===== src/rtl/up_counter_pkg.sv =====
// Shared constants and helpers for the up_counter block and its users.
package up_counter_pkg;

    localparam int COUNTER_WIDTH = 3;

    // All-ones value of a counter w bits wide; the natural wrap point.
    function automatic int default_max(input int w);
        return (1 << w) - 1;
    endfunction

endpackage


===== src/rtl/up_counter_if.sv =====
// Control and status bundle between a counter and whoever drives it.
interface up_counter_if
    import up_counter_pkg::*;
#(
    parameter int WIDTH = COUNTER_WIDTH
);
    logic             en;
    logic             load;
    logic [WIDTH-1:0] load_val;
    logic [WIDTH-1:0] q;
    logic             tc;
    logic             wrap;

    modport master (
        output en, load, load_val,
        input  q, tc, wrap
    );

    modport slave (
        input  en, load, load_val,
        output q, tc, wrap
    );
endinterface


===== src/rtl/up_counter.sv =====
// Synchronous binary up-counter with saturating parallel load, terminal count
// and a one-cycle wrap pulse.
module up_counter
    import up_counter_pkg::*;
#(
    parameter int WIDTH   = COUNTER_WIDTH,
    parameter int MAX_VAL = default_max(WIDTH)
) (
    input  logic        clk,
    input  logic        reset,
    up_counter_if.slave cnt
);

    localparam logic [WIDTH-1:0] MAX_Q = WIDTH'(MAX_VAL);

    logic [WIDTH-1:0] count_q, count_d;
    logic             wrap_q, wrap_d;

    // Clamp loads so the count can never sit above the wrap point.
    function automatic logic [WIDTH-1:0] sat_load(input logic [WIDTH-1:0] v);
        return (v > MAX_Q) ? MAX_Q : v;
    endfunction

    always_comb begin
        count_d = count_q;
        wrap_d  = 1'b0;
        if (cnt.load) begin
            count_d = sat_load(cnt.load_val);
        end else if (cnt.en) begin
            if (count_q == MAX_Q) begin
                count_d = '0;
                wrap_d  = 1'b1;
            end else begin
                count_d = count_q + WIDTH'(1);
            end
        end
    end

    always_ff @(posedge clk) begin
        if (!reset) begin
            count_q <= '0;
            wrap_q  <= 1'b0;
        end else begin
            count_q <= count_d;
            wrap_q  <= wrap_d;
        end
    end

    assign cnt.q    = count_q;
    assign cnt.wrap = wrap_q;
    assign cnt.tc   = (count_q == MAX_Q);

endmodule


===== src/flat_wrapper.sv =====
// flat-port wrapper written by rule: the top's interface ports become plain ports
module up_counter_flat import up_counter_pkg::*;
#(
    parameter int WIDTH   = COUNTER_WIDTH,
    parameter int MAX_VAL = default_max(WIDTH)
)
  (clk, reset, cnt_en, cnt_load, cnt_load_val, cnt_q, cnt_tc, cnt_wrap);
  up_counter_if #(.WIDTH(WIDTH)) cnt_i ();
  input  logic clk;
  input  logic reset;
  input wire logic [$bits(cnt_i.en)-1:0] cnt_en;
  input wire logic [$bits(cnt_i.load)-1:0] cnt_load;
  input wire logic [$bits(cnt_i.load_val)-1:0] cnt_load_val;
  output wire logic [$bits(cnt_i.q)-1:0] cnt_q;
  output wire logic [$bits(cnt_i.tc)-1:0] cnt_tc;
  output wire logic [$bits(cnt_i.wrap)-1:0] cnt_wrap;
  assign cnt_i.en = cnt_en;
  assign cnt_i.load = cnt_load;
  assign cnt_i.load_val = cnt_load_val;
  assign cnt_q = cnt_i.q;
  assign cnt_tc = cnt_i.tc;
  assign cnt_wrap = cnt_i.wrap;
  up_counter #(.WIDTH(WIDTH), .MAX_VAL(MAX_VAL)) u_core (.clk(clk), .reset(reset), .cnt(cnt_i));
endmodule

===== config.mk =====
export PLATFORM = sky130hd
export DESIGN_NAME = up_counter_flat
export DESIGN_NICKNAME = d
export VERILOG_FILES = /design/src/rtl/up_counter_pkg.sv /design/src/rtl/up_counter_if.sv /design/src/rtl/up_counter.sv /design/src/flat_wrapper.sv
export SDC_FILE = /design/constraint.sdc
export NUM_CORES = 1
export LEC_CHECK = 0
export BUFFER_PORTS_ARGS = -buffer_cell sky130_fd_sc_hd__buf_2
export CORE_AREA = 4 4 41 43
export CTS_CLUSTER_DIAMETER = 150
export DETAILED_ROUTE_END_ITERATION = 10
export DIE_AREA = 0 0 45 47
export PLACE_DENSITY = 0.39
export SYNTH_ARGS = -nofsm -noshare
export SYNTH_HDL_FRONTEND = slang
export SYNTH_SLANG_ARGS = --single-unit

===== constraint.sdc =====
create_clock -name clk -period 1.7 [get_ports clk]
set_clock_uncertainty 0.05 [all_clocks]
set_input_delay 0.34 -clock clk [delete_from_list [all_inputs] [get_ports clk]]
set_output_delay 0.34 -clock clk [all_outputs]
set_load 0.02 [all_outputs]

==> key figures, run 1 <==
Clock tree
  – Clock buffers created by TritonCTS: 3
  – Number of cells upsized or downsized after cts: 0
  – Clk buf depth: 2
  – Clock root buffer: sky130_fd_sc_hd__clkbuf_4
  – H-tree depth: 1
  – Insertion delay of the later-clocked pin in the worst-skew pair: 0.23 ns
  – TritonCTS clock tree: done
  – Sink Count: 4
  – Count of buffers added by post-CTS timing repair for setup: 0
  – CTS clock-pin slew for the worst setup and hold paths: 0.04 ns
  – Hold buffer count at CTS: 0

Logic synthesis
  – Synthesis-stage register bit count: 4
  – Area share of fa/ha/maj cells after synthesis: 0.122
  – Unique cell type count in the Yosys netlist: 9
  – Largest cells by area after synthesis: sky130_fd_sc_hd__dfxtp_1 39%, sky130_fd_sc_hd__ha_1 12%, sky130_fd_sc_hd__mux2_1 11%
  – Syn_area_per_cell: 12.1 um^2
  – Summed instance area of the synthesized netlist: 205 um^2
  – Synth area leader: sky130_fd_sc_hd__dfxtp_1
  – Cells after synthesis: 17
  – Share of the synthesized netlist area taken by xor and xnor gates: 0
  – Post-synthesis compound-gate area fraction: 0.146
  – Synth Warn #: 0
  – Part of the Yosys area used for sequential elements: 0.390
  – Fraction of post-synthesis cell area in the top cell type by area: 0.390
  – Simple-gate share of the synthesized area: 0.232
  – Net count after synthesis: 26
  – Largest family of logic cells by synthesized area: simple AND/OR/NAND/NOR gates
  – Share of synthesized area spent on multiplexers: 0.110

Pwr
  – Power, Total: 0.267 mW
  – P per Cell Area: 886 mW/mm^2
  – Static Leakage: 0.172 nW
  – Worst vdd ir: 0.420 mV

Timing
  – Final Max Slew Viols: 0
  – Crit share post-route: 0.903
  – Setup repair after global routing missed its margin: false
  – Final critical delay including setup and external delays: 1.53 ns
  – Worst relative slew slack: 0.909
  – Worst-case setup margin in the final layout: 0.165 ns
  – Final-report hold violation count: 0
  – Setup TNS: 0 ns
  – Fmax: 0.652 GHz
  – Endpoints failing setup: 0
  – Worst-Margin Slew: 0.136 ns

Finish
  – Antenna Cells: 0
  – Area of the multi-input gates: 125 um^2
  – Area growth syn-to-layout: 47.0%
  – Most frequent cells in the layout: 11 x sky130_fd_sc_hd__buf_2, 4 x sky130_fd_sc_hd__dfxtp_1, 3 x sky130_fd_sc_hd__nand2b_1, 3 x sky130_fd_sc_hd__clkbuf_4
  – # nets final: 42
  – Filler instances: 145
  – Fraction of final layout cells sized beyond drive strength 1: 0.484
  – Register cell area after layout: 80.1 um^2
  – Commonest non-fill, non-tap cell in the layout: sky130_fd_sc_hd__buf_2
  – Finished Layout Cells: 46

GRT
  – Global-route wire length before repair: 807 um
  – Tot GR Track Use: 0.0578
  – Maximum number of pins on one net before global-route repair: 8
  – Number of global-route vias before repair: 204
  – Antenna violations before repair: 0
  – Global route total overflow: 0

Placement
  – Number of cells after detailed placement: 43
  – Pre-CTS worst setup slack: 0.253 ns
  – # port buffers: 11
  – Routability-driven placement congestion ratio: 0.611

Hold path
  – Path category of the worst min-delay check: in2reg
  – Hold Crit Depth: 2
  – Start point of the worst hold path: reset
  – Hold worst-path end: u_core.cnt.q[0]$_SDFFE_PN0P_

Detailed routing
  – Routed len/inst: 10.1 um
  – Overall routed net length: 465 um
  – DRC errors left: 0
  – Vias/cell: 4.07
  – Antenna viol nets, final: 0
  – Length of the first detailed-routing pass in iterations: 4
  – Routed vias: 187
  – First-iteration detailed-routing DRC count: 1

Setup path
  – Largest fanout of any net on the critical path: 4
  – Data required, critical path: 1.31 ns
  – Sort of element at the end of the critical path: output port
  – CP startpoint kind: register
  – WS Path Type: reg2out
  – Register-to-Register Path Depth: 4
  – Worst Path Arrival: 1.14 ns
  – Register-to-register path setup slack: 0.26 ns
  – Capturing point of the worst reg2reg path: u_core.cnt.q[2]$_SDFFE_PN0P_
  – Worst flop-to-flop path startpoint: u_core.cnt.q[0]$_SDFFE_PN0P_

Die
  – Core Area: 0.00130 mm^2
  – Height of the chip: 47 um
  – Effective utilization at floorplan: 0.158
  – Chip Width: 45 um
  – Io pins: 12
  – Rows: 13
  – Die area: 0.00212 mm^2

Job
  – Max-capacitance violation count: 0

Status
  – Status: completed
worst max path at each step:
stage                                 startpoint                           end  slack (ns)  cells after the start
detailed placement  u_core.cnt.q[0]$_SDFFE_PN0P_  u_core.cnt.q[2]$_SDFFE_PN0P_        0.25                      4
global placement    u_core.cnt.q[0]$_SDFFE_PN0P_  u_core.cnt.q[2]$_SDFFE_PN0P_        0.27                      4
floorplan           u_core.cnt.q[0]$_SDFFE_PN0P_  u_core.cnt.q[0]$_SDFFE_PN0P_        0.20                      4
global route        u_core.cnt.q[0]$_SDFFE_PN0P_                        cnt_tc        0.09                      3
CTS                 u_core.cnt.q[0]$_SDFFE_PN0P_                        cnt_tc        0.14                      3
finish              u_core.cnt.q[0]$_SDFFE_PN0P_                        cnt_tc        0.17                      3
synth_stat cells:
cell,number
sky130_fd_sc_hd__and4b_1,1
sky130_fd_sc_hd__dfxtp_1,4
sky130_fd_sc_hd__ha_1,2
sky130_fd_sc_hd__mux2_1,2
sky130_fd_sc_hd__nand2b_1,3
sky130_fd_sc_hd__nor2b_1,1
sky130_fd_sc_hd__nor3b_2,1
sky130_fd_sc_hd__o211a_1,2
sky130_fd_sc_hd__o311a_1,1
worst max-delay path, cell delays in order, from the launching register on:
cell	delay, ns
sky130_fd_sc_hd__dfxtp_1	0.33
sky130_fd_sc_hd__ha_1	0.20
sky130_fd_sc_hd__ha_1	0.21
sky130_fd_sc_hd__buf_2	0.17
where the power goes:
part           internal, mW  switching, mW  leakage (nW)
clock network        0.0790         0.0392        0.0138
registers             0.100        0.00444        0.0331
logic                0.0225         0.0218         0.126
total                 0.202         0.0654         0.172
area by class of cell:
type,count,area share
well taps,15,0.0622
repair buffers,11,0.183
clock buffers,3,0.0747
multi-input cells,13,0.415
flip-flops and latches,4,0.266
metal layers:
layer	vias up	share of wire	track usage
met3	0	0.18	0.0690
met5	-	0	0
li1	93	-	-
met2	14	0.38	0.0706
met1	80	0.43	0.0685
met4	0	0	0
stage by stage:
| step | instance area [um^2] | hold WS [ns] | util |
|---|---|---|---|
| after floorplan | 205 | 0.421 | - |
| after global placement | 279 | 0.549 | 0.214 |
| after detailed placement | 279 | 0.569 | 0.214 |
| after CTS | 302 | 0.321 | 0.232 |
| after global routing | 302 | 0.325 | 0.232 |
| final | 302 | 0.325 | 0.232 |
logic make-up after synthesis:
group                      Yosys count
AOI/OAI and AO/OA                    3
adders and majority gates            2
DFF                                  4
muxes                                2
and+or+nand+nor                      6
flip-flops by register name, indices dropped and copies added, names as in the netlist:
name / cells
u_core.cnt.wrap: 1
u_core.cnt.q: 3
Power figures use the tool's default switching activity.
==> run 2: changes to the inputs <==
==> constraint.sdc (replaced) <==
create_clock -name clk -period 1.7 [get_ports clk]
set_clock_uncertainty 0.05 [all_clocks]
set_input_delay 0.34 -clock clk [delete_from_list [all_inputs] [get_ports clk]]
set_output_delay 0.34 -clock clk [all_outputs]
set_load 0.05 [all_outputs]
==> run 2 against run 1 <==
Via count rose by 2.1%. Combinational power rose by 33%. Non-clock buffer count is the same. Hold slack gained 0.00061 ns. Register-to-register slack improved by 0.03 ns. Critical path depth unchanged. Critical endpoint unchanged. Largest cell class unchanged.
==> key figures, run 2 (synthesized netlist as in run 1, its figures left out) <==
Status
  – Status: completed

Finish
  – Max reg flops: 3 (unchanged)
  – Commonest non-fill, non-tap cell in the layout: sky130_fd_sc_hd__buf_2
  – Area growth syn-to-layout: 49.4%
  – Antenna Cells: 0 (unchanged)
  – Finished Layout Cells: 46 (unchanged)
  – Fraction of final layout cells sized beyond drive strength 1: 0.581 (+0.0968)
  – Filler instances: 145 (unchanged)
  – Most frequent cells in the layout: 11 x sky130_fd_sc_hd__buf_2, 3 x sky130_fd_sc_hd__nand2b_1, 3 x sky130_fd_sc_hd__clkbuf_4
  – # nets final: 42 (unchanged)

Setup path
  – Largest fanout of any net on the critical path: 4 (unchanged)
  – Worst Path Arrival: 1.19 ns (+0.05 ns)
  – CP startpoint kind: register
  – Worst flop-to-flop path startpoint: u_core.cnt.q[0]$_SDFFE_PN0P_
  – CP startpoint: u_core.cnt.q[0]$_SDFFE_PN0P_
  – Capturing point of the worst reg2reg path: u_core.cnt.q[2]$_SDFFE_PN0P_
  – Data required, critical path: 1.31 ns (about the same)
  – WS Path Type: reg2out
  – Sort of element at the end of the critical path: output port
  – Register-to-register path setup slack: 0.29 ns (+0.03 ns)
  – Register-to-Register Path Depth: 4 (unchanged)
  – Capturing element of the worst setup path: cnt_tc

Pwr
  – Relative contribution of sequential cells to total power: 0.377 (-0.015)
  – Worst vdd ir: 0.429 mV (+2.0%)
  – Static Leakage: 0.170 nW (-1.2%)
  – Switching component of the power: 0.0785 mW (+20%)
  – P per Cell Area: 918 mW/mm^2 (+3.6%)
  – Fraction of power spent switching nets: 0.279 (+0.0340)
  – Clock share of power: 0.414 (-0.028)
  – Internal power component: 0.203 mW (+0.54%)
  – Logic pwr share: 0.209 (+0.043)

Timing
  – Fmax: 0.634 GHz (-2.7%)
  – Setup TNS: 0 ns (unchanged)
  – Worst relative slew slack: 0.832 (-0.0765)
  – Final critical delay including setup and external delays: 1.58 ns (+0.0433 ns)
  – Final-report hold violation count: 0 (unchanged)
  – Crit share post-route: 0.928 (+0.0254)
  – Setup repair after global routing missed its margin: false
  – Worst-Margin Slew: 0.253 ns (+0.117 ns)
  – Endpoints failing setup: 0 (unchanged)
  – Final Max Slew Viols: 0 (unchanged)

Detailed routing
  – Antenna viol nets, final: 0 (unchanged)
  – Routed len/inst: 9.76 um (-3.4%)
  – Overall routed net length: 449 um (-3.4%)
  – Vias/cell: 4.15 (+2.1%)
  – Routed vias: 191 (+2.1%)
  – Length of the first detailed-routing pass in iterations: 2 (-2)
  – DRC errors left: 0 (unchanged)
  – First-iteration detailed-routing DRC count: 1 (unchanged)

GRT
  – Tot GR Track Use: 0.0601 (+0.00233)
  – Antenna violations before repair: 0 (unchanged)
  – Maximum number of pins on one net before global-route repair: 8 (unchanged)
  – Number of global-route vias before repair: 183 (-10%)
  – Global route total overflow: 0 (unchanged)
  – Global-route wire length before repair: 807 um (unchanged)

Die
  – Io pins: 12 (unchanged)
  – Chip Width: 45 um (unchanged)
  – Rows: 13 (unchanged)
  – Core Area: 0.00130 mm^2 (unchanged)
  – Height of the chip: 47 um (unchanged)
  – Effective utilization at floorplan: 0.158 (unchanged)
  – Die area: 0.00212 mm^2 (unchanged)

Clock tree
  – Clk buf depth: 2 (unchanged)
  – Clock root buffer: sky130_fd_sc_hd__clkbuf_4
  – Hold buffer count at CTS: 0 (unchanged)
  – Insertion delay of the later-clocked pin in the worst-skew pair: 0.23 ns (about the same)
  – Number of cells upsized or downsized after cts: 0 (unchanged)
  – H-tree depth: 1 (unchanged)
  – Count of buffers added by post-CTS timing repair for setup: 0 (unchanged)
  – TritonCTS clock tree: done
  – Clock buffers created by TritonCTS: 3 (unchanged)
  – Sink Count: 4 (unchanged)
  – CTS clock-pin slew for the worst setup and hold paths: 0.04 ns (about the same)

Placement
  – Routability-driven placement congestion ratio: 0.604 (-1.1%)
  – # port buffers: 11 (unchanged)
  – Number of cells after detailed placement: 43 (unchanged)

Job
  – Max-capacitance violation count: 0 (unchanged)

Hold path
  – Path category of the worst min-delay check: in2reg
-- run 2: power groups by stage --
stage	clock network [mW]	registers [mW]	logic (mW)
final	0.117	0.106	0.0587
after global routing	0.136	0.107	0.0639
after CTS	0.123	0.106	0.0593
after detailed placement	0	0.108	0.0589
after global placement	0	0.107	0.0583
after floorplan	0	0.127	0.0199
-- run 2: area by class of cell --
| type | instances | area [um^2] | area share |
|---|---|---|---|
| Clock buffer | 3 | 22.5 | 0.0735 |
| Sequential cell | 4 | 82.6 | 0.269 |
| Multi-Input combinational cell | 13 | 128 | 0.416 |
| Timing Repair Buffer | 11 | 55.1 | 0.180 |
| Tap cell | 15 | 18.8 | 0.0612 |
-- run 2: critical path, cell delays in order, from the launching register on --
cell	delay (ns)
sky130_fd_sc_hd__dfxtp_2	0.35
sky130_fd_sc_hd__ha_1	0.15
sky130_fd_sc_hd__ha_2	0.19
sky130_fd_sc_hd__buf_2	0.27
-- run 2: through the flow --
stage	hold WS, ns	area, um^2	total power [mW]	utilization	setup WS [ns]
6_report	0.325	307	0.281	0.236	0.122
5_1_grt	0.308	307	0.307	0.236	0.0628
4_1_cts	0.314	307	0.289	0.236	0.103
3_5_place_dp	0.543	284	0.167	0.218	0.287
3_3_place_gp	0.533	284	0.165	0.218	0.302
2_1_floorplan	0.414	210	0.147	-	0.0425
-- run 2: routing by layer --
metal  up-vias  share of wire  global-route usage
li1         94              -                   -
met1        85           0.41              0.0638
met2        12           0.40              0.0706
met3         0           0.19              0.0766
met4         0              0              0.0175
met5         -              0                   0
-- run 2: how the worst min path moves through the flow --
| stage | cells past startpoint | startpoint | to |
|---|---|---|---|
| 5_1_grt | 2 | reset | u_core.cnt.q[1]$_SDFFE_PN0P_ |
| 3_3_place_gp | 2 | u_core.cnt.q[1]$_SDFFE_PN0P_ | u_core.cnt.q[1]$_SDFFE_PN0P_ |
| 6_report | 2 | reset | u_core.cnt.q[0]$_SDFFE_PN0P_ |
| 2_1_floorplan | 1 | reset | u_core.cnt.q[0]$_SDFFE_PN0P_ |
| 3_5_place_dp | 2 | u_core.cnt.q[1]$_SDFFE_PN0P_ | u_core.cnt.q[1]$_SDFFE_PN0P_ |
| 4_1_cts | 2 | reset | u_core.cnt.q[0]$_SDFFE_PN0P_ |
==> run 3: changes to the inputs <==
--- a/config.mk
+++ b/config.mk
@@ -11,6 +11,7 @@
 export DETAILED_ROUTE_END_ITERATION = 10
 export DIE_AREA = 0 0 45 47
 export PLACE_DENSITY = 0.39
+export SLEW_MARGIN = 20
 export SYNTH_ARGS = -nofsm -noshare
 export SYNTH_HDL_FRONTEND = slang
 export SYNTH_SLANG_ARGS = --single-unit
==> constraint.sdc (replaced) <==
create_clock -name clk -period 1.9 [get_ports clk]
set_clock_uncertainty 0.05 [all_clocks]
set_input_delay 0.38 -clock clk [delete_from_list [all_inputs] [get_ports clk]]
set_output_delay 0.38 -clock clk [all_outputs]
set_load 0.05 [all_outputs]
==> run 3 against run 2 <==
Hold slack better by 0.037 ns. Via count down 1.6%. Non-clock buffer count stayed put. Sequential power fell by 11%. Critical endpoint unchanged. Critical path type unchanged. Die area did not move. Highest routed layer is now met4.
==> key figures, run 3 (synthesized netlist as in run 1, its figures left out) <==
Status
  – Status: completed

Timing
  – Min Hold Slack: 0.362 ns (+0.0370 ns)
  – Endpoints failing setup: 0 (unchanged)
  – Final critical delay including setup and external delays: 1.67 ns
  – Final-report hold violation count: 0 (unchanged)
  – Setup TNS: 0 ns (unchanged)
  – Final Max Slew Viols: 0 (unchanged)
  – Worst-Margin Slew: 0.251 ns (-0.00216 ns)
  – Fmax: 0.598 GHz
  – Setup repair after global routing missed its margin: false
  – Crit share post-route: 0.880
  – Worst relative slew slack: 0.834 (+0.00143)

Clock tree
  – Number of cells upsized or downsized after cts: 0 (unchanged)
  – Clock buffers created by TritonCTS: 3 (unchanged)
  – Hold buffer count at CTS: 0 (unchanged)
  – Sink Count: 4 (unchanged)
  – TritonCTS clock tree: done
  – H-tree depth: 1 (unchanged)
  – CTS clock-pin slew for the worst setup and hold paths: 0.04 ns (about the same)
  – Clock root buffer: sky130_fd_sc_hd__clkbuf_4
  – Insertion delay of the later-clocked pin in the worst-skew pair: 0.24 ns (about the same)
  – Clk buf depth: 2 (unchanged)
  – Count of buffers added by post-CTS timing repair for setup: 0 (unchanged)

Setup path
  – Register-to-Register Path Depth: 4 (unchanged)
  – Largest fanout of any net on the critical path: 4 (unchanged)
  – WS Path Type: reg2out
  – Slowest cell on crit path: sky130_fd_sc_hd__dfxtp_1
  – Critical path, cell by cell: ha_1 -> ha_2 -> buf_2
  – Data required, critical path: 1.47 ns (+0.16 ns)
  – Sort of element at the end of the critical path: output port
  – Worst Path Arrival: 1.24 ns (+0.05 ns)
  – CP startpoint kind: register
  – Crit path largest cell delay: 0.38 ns (+0.03 ns)

GRT
  – Global-route wire length before repair: 745 um (-7.7%)
  – Global route total overflow: 0 (unchanged)
  – Maximum number of pins on one net before global-route repair: 8 (unchanged)
  – Number of global-route vias before repair: 175 (-4.4%)
  – Antenna violations before repair: 0 (unchanged)
  – Tot GR Track Use: 0.0616 (+0.00153)

Detailed routing
  – Antenna viol nets, final: 0 (unchanged)
  – Overall routed net length: 486 um (+8.2%)
  – Vias/cell: 4.09 (-1.6%)
  – Length of the first detailed-routing pass in iterations: 1 (-1)
  – DRC errors left: 0 (unchanged)
  – Routed vias: 188 (-1.6%)
  – First-iteration detailed-routing DRC count: 0 (-1)
  – Routed len/inst: 10.6 um (+8.2%)

Finish
  – Commonest non-fill, non-tap cell in the layout: sky130_fd_sc_hd__buf_2
  – Most frequent cells in the layout: 11 x sky130_fd_sc_hd__buf_2, 4 x sky130_fd_sc_hd__dfxtp_1, 3 x sky130_fd_sc_hd__nand2b_1, 3 x sky130_fd_sc_hd__clkbuf_4
  – Area of the multi-input gates: 128 um^2 (unchanged)
  – Antenna Cells: 0 (unchanged)
  – Fraction of final layout cells sized beyond drive strength 1: 0.516 (-0.0645)
  – Area growth syn-to-layout: 48.2%
  – Max reg flops: 3 (unchanged)
  – # nets final: 42 (unchanged)
  – Filler instances: 149 (+2.8%)
  – Register cell area after layout: 80.1 um^2 (-3.0%)

Die
  – Chip Width: 45 um (unchanged)
  – Effective utilization at floorplan: 0.158 (unchanged)
  – Die area: 0.00212 mm^2 (unchanged)
  – Rows: 13 (unchanged)
  – Height of the chip: 47 um (unchanged)
  – Core Area: 0.00130 mm^2 (unchanged)
  – Io pins: 12 (unchanged)

Pwr
  – P per Cell Area: 849 mW/mm^2 (-7.5%)
  – Worst vdd ir: 0.303 mV (-29%)
  – Static Leakage: 0.170 nW (-0.30%)

Job
  – Max-capacitance violation count: 0 (unchanged)

Placement
  – Routability-driven placement congestion ratio: 0.565 (-6.6%)
  – # port buffers: 11 (unchanged)

Hold path
  – Path category of the worst min-delay check: in2reg
  – Hold Crit Depth: 2 (unchanged)
run 3: cell counts in the layout (fill, tap and decap cells not counted):
No cell type changed its count.
run 3: cell type report:
type / count / share of cell area
sequential: 4 / 0.263
clock buffer: 3 / 0.0741
multi-input combinational: 13 / 0.420
tap: 15 / 0.0617
timing repair buffer: 11 / 0.181
run 3: worst max-delay path: cells and delay by family, from the launching register on:
family                   cells  cell delay [ns]
flip-flops                   1             0.38
adder cells (fa/ha/maj)      2             0.36
buffers and inverters        1             0.26
run 3: per-stage QoR:
stage               cells  total power [mW]  worst slack [ns]   util  area (um^2)
finish                 46             0.258             0.228  0.234          304
global route           46             0.278             0.160  0.234          304
CTS                    46             0.265             0.211  0.234          304
detailed placement     43             0.148             0.449  0.216          282
global placement       43             0.147             0.469  0.216          282
floorplan              17             0.131            0.0792      -          208
run 3: power breakdown:
| group | leakage, nW | internal [mW] | switching [mW] |
|---|---|---|---|
| Sequential | 0.0331 | 0.0897 | 0.00424 |
| Combinational | 0.123 | 0.0202 | 0.0319 |
| Clock | 0.0138 | 0.0711 | 0.0409 |
run 3: worst paths after layout:
path / start / to / slack, ns
hold reg to reg: u_core.cnt.q[2]$_SDFFE_PN0P_ / u_core.cnt.q[2]$_SDFFE_PN0P_ / 0.58
setup / recovery: u_core.cnt.q[0]$_SDFFE_PN0P_ / cnt_tc / 0.23
setup reg to reg: u_core.cnt.q[0]$_SDFFE_PN0P_ / u_core.cnt.q[2]$_SDFFE_PN0P_ / 0.44
hold / removal: reset / u_core.cnt.q[0]$_SDFFE_PN0P_ / 0.36
run 3: layer usage:
metal | vias to the layer above | track usage | wire [um]
li1 | 94 | - | -
met1 | 78 | 0.0636 | 219
met2 | 13 | 0.0537 | 168
met3 | 3 | 0.0843 | 88
met4 | 0 | 0.0526 | 9
met5 | - | 0 | 0
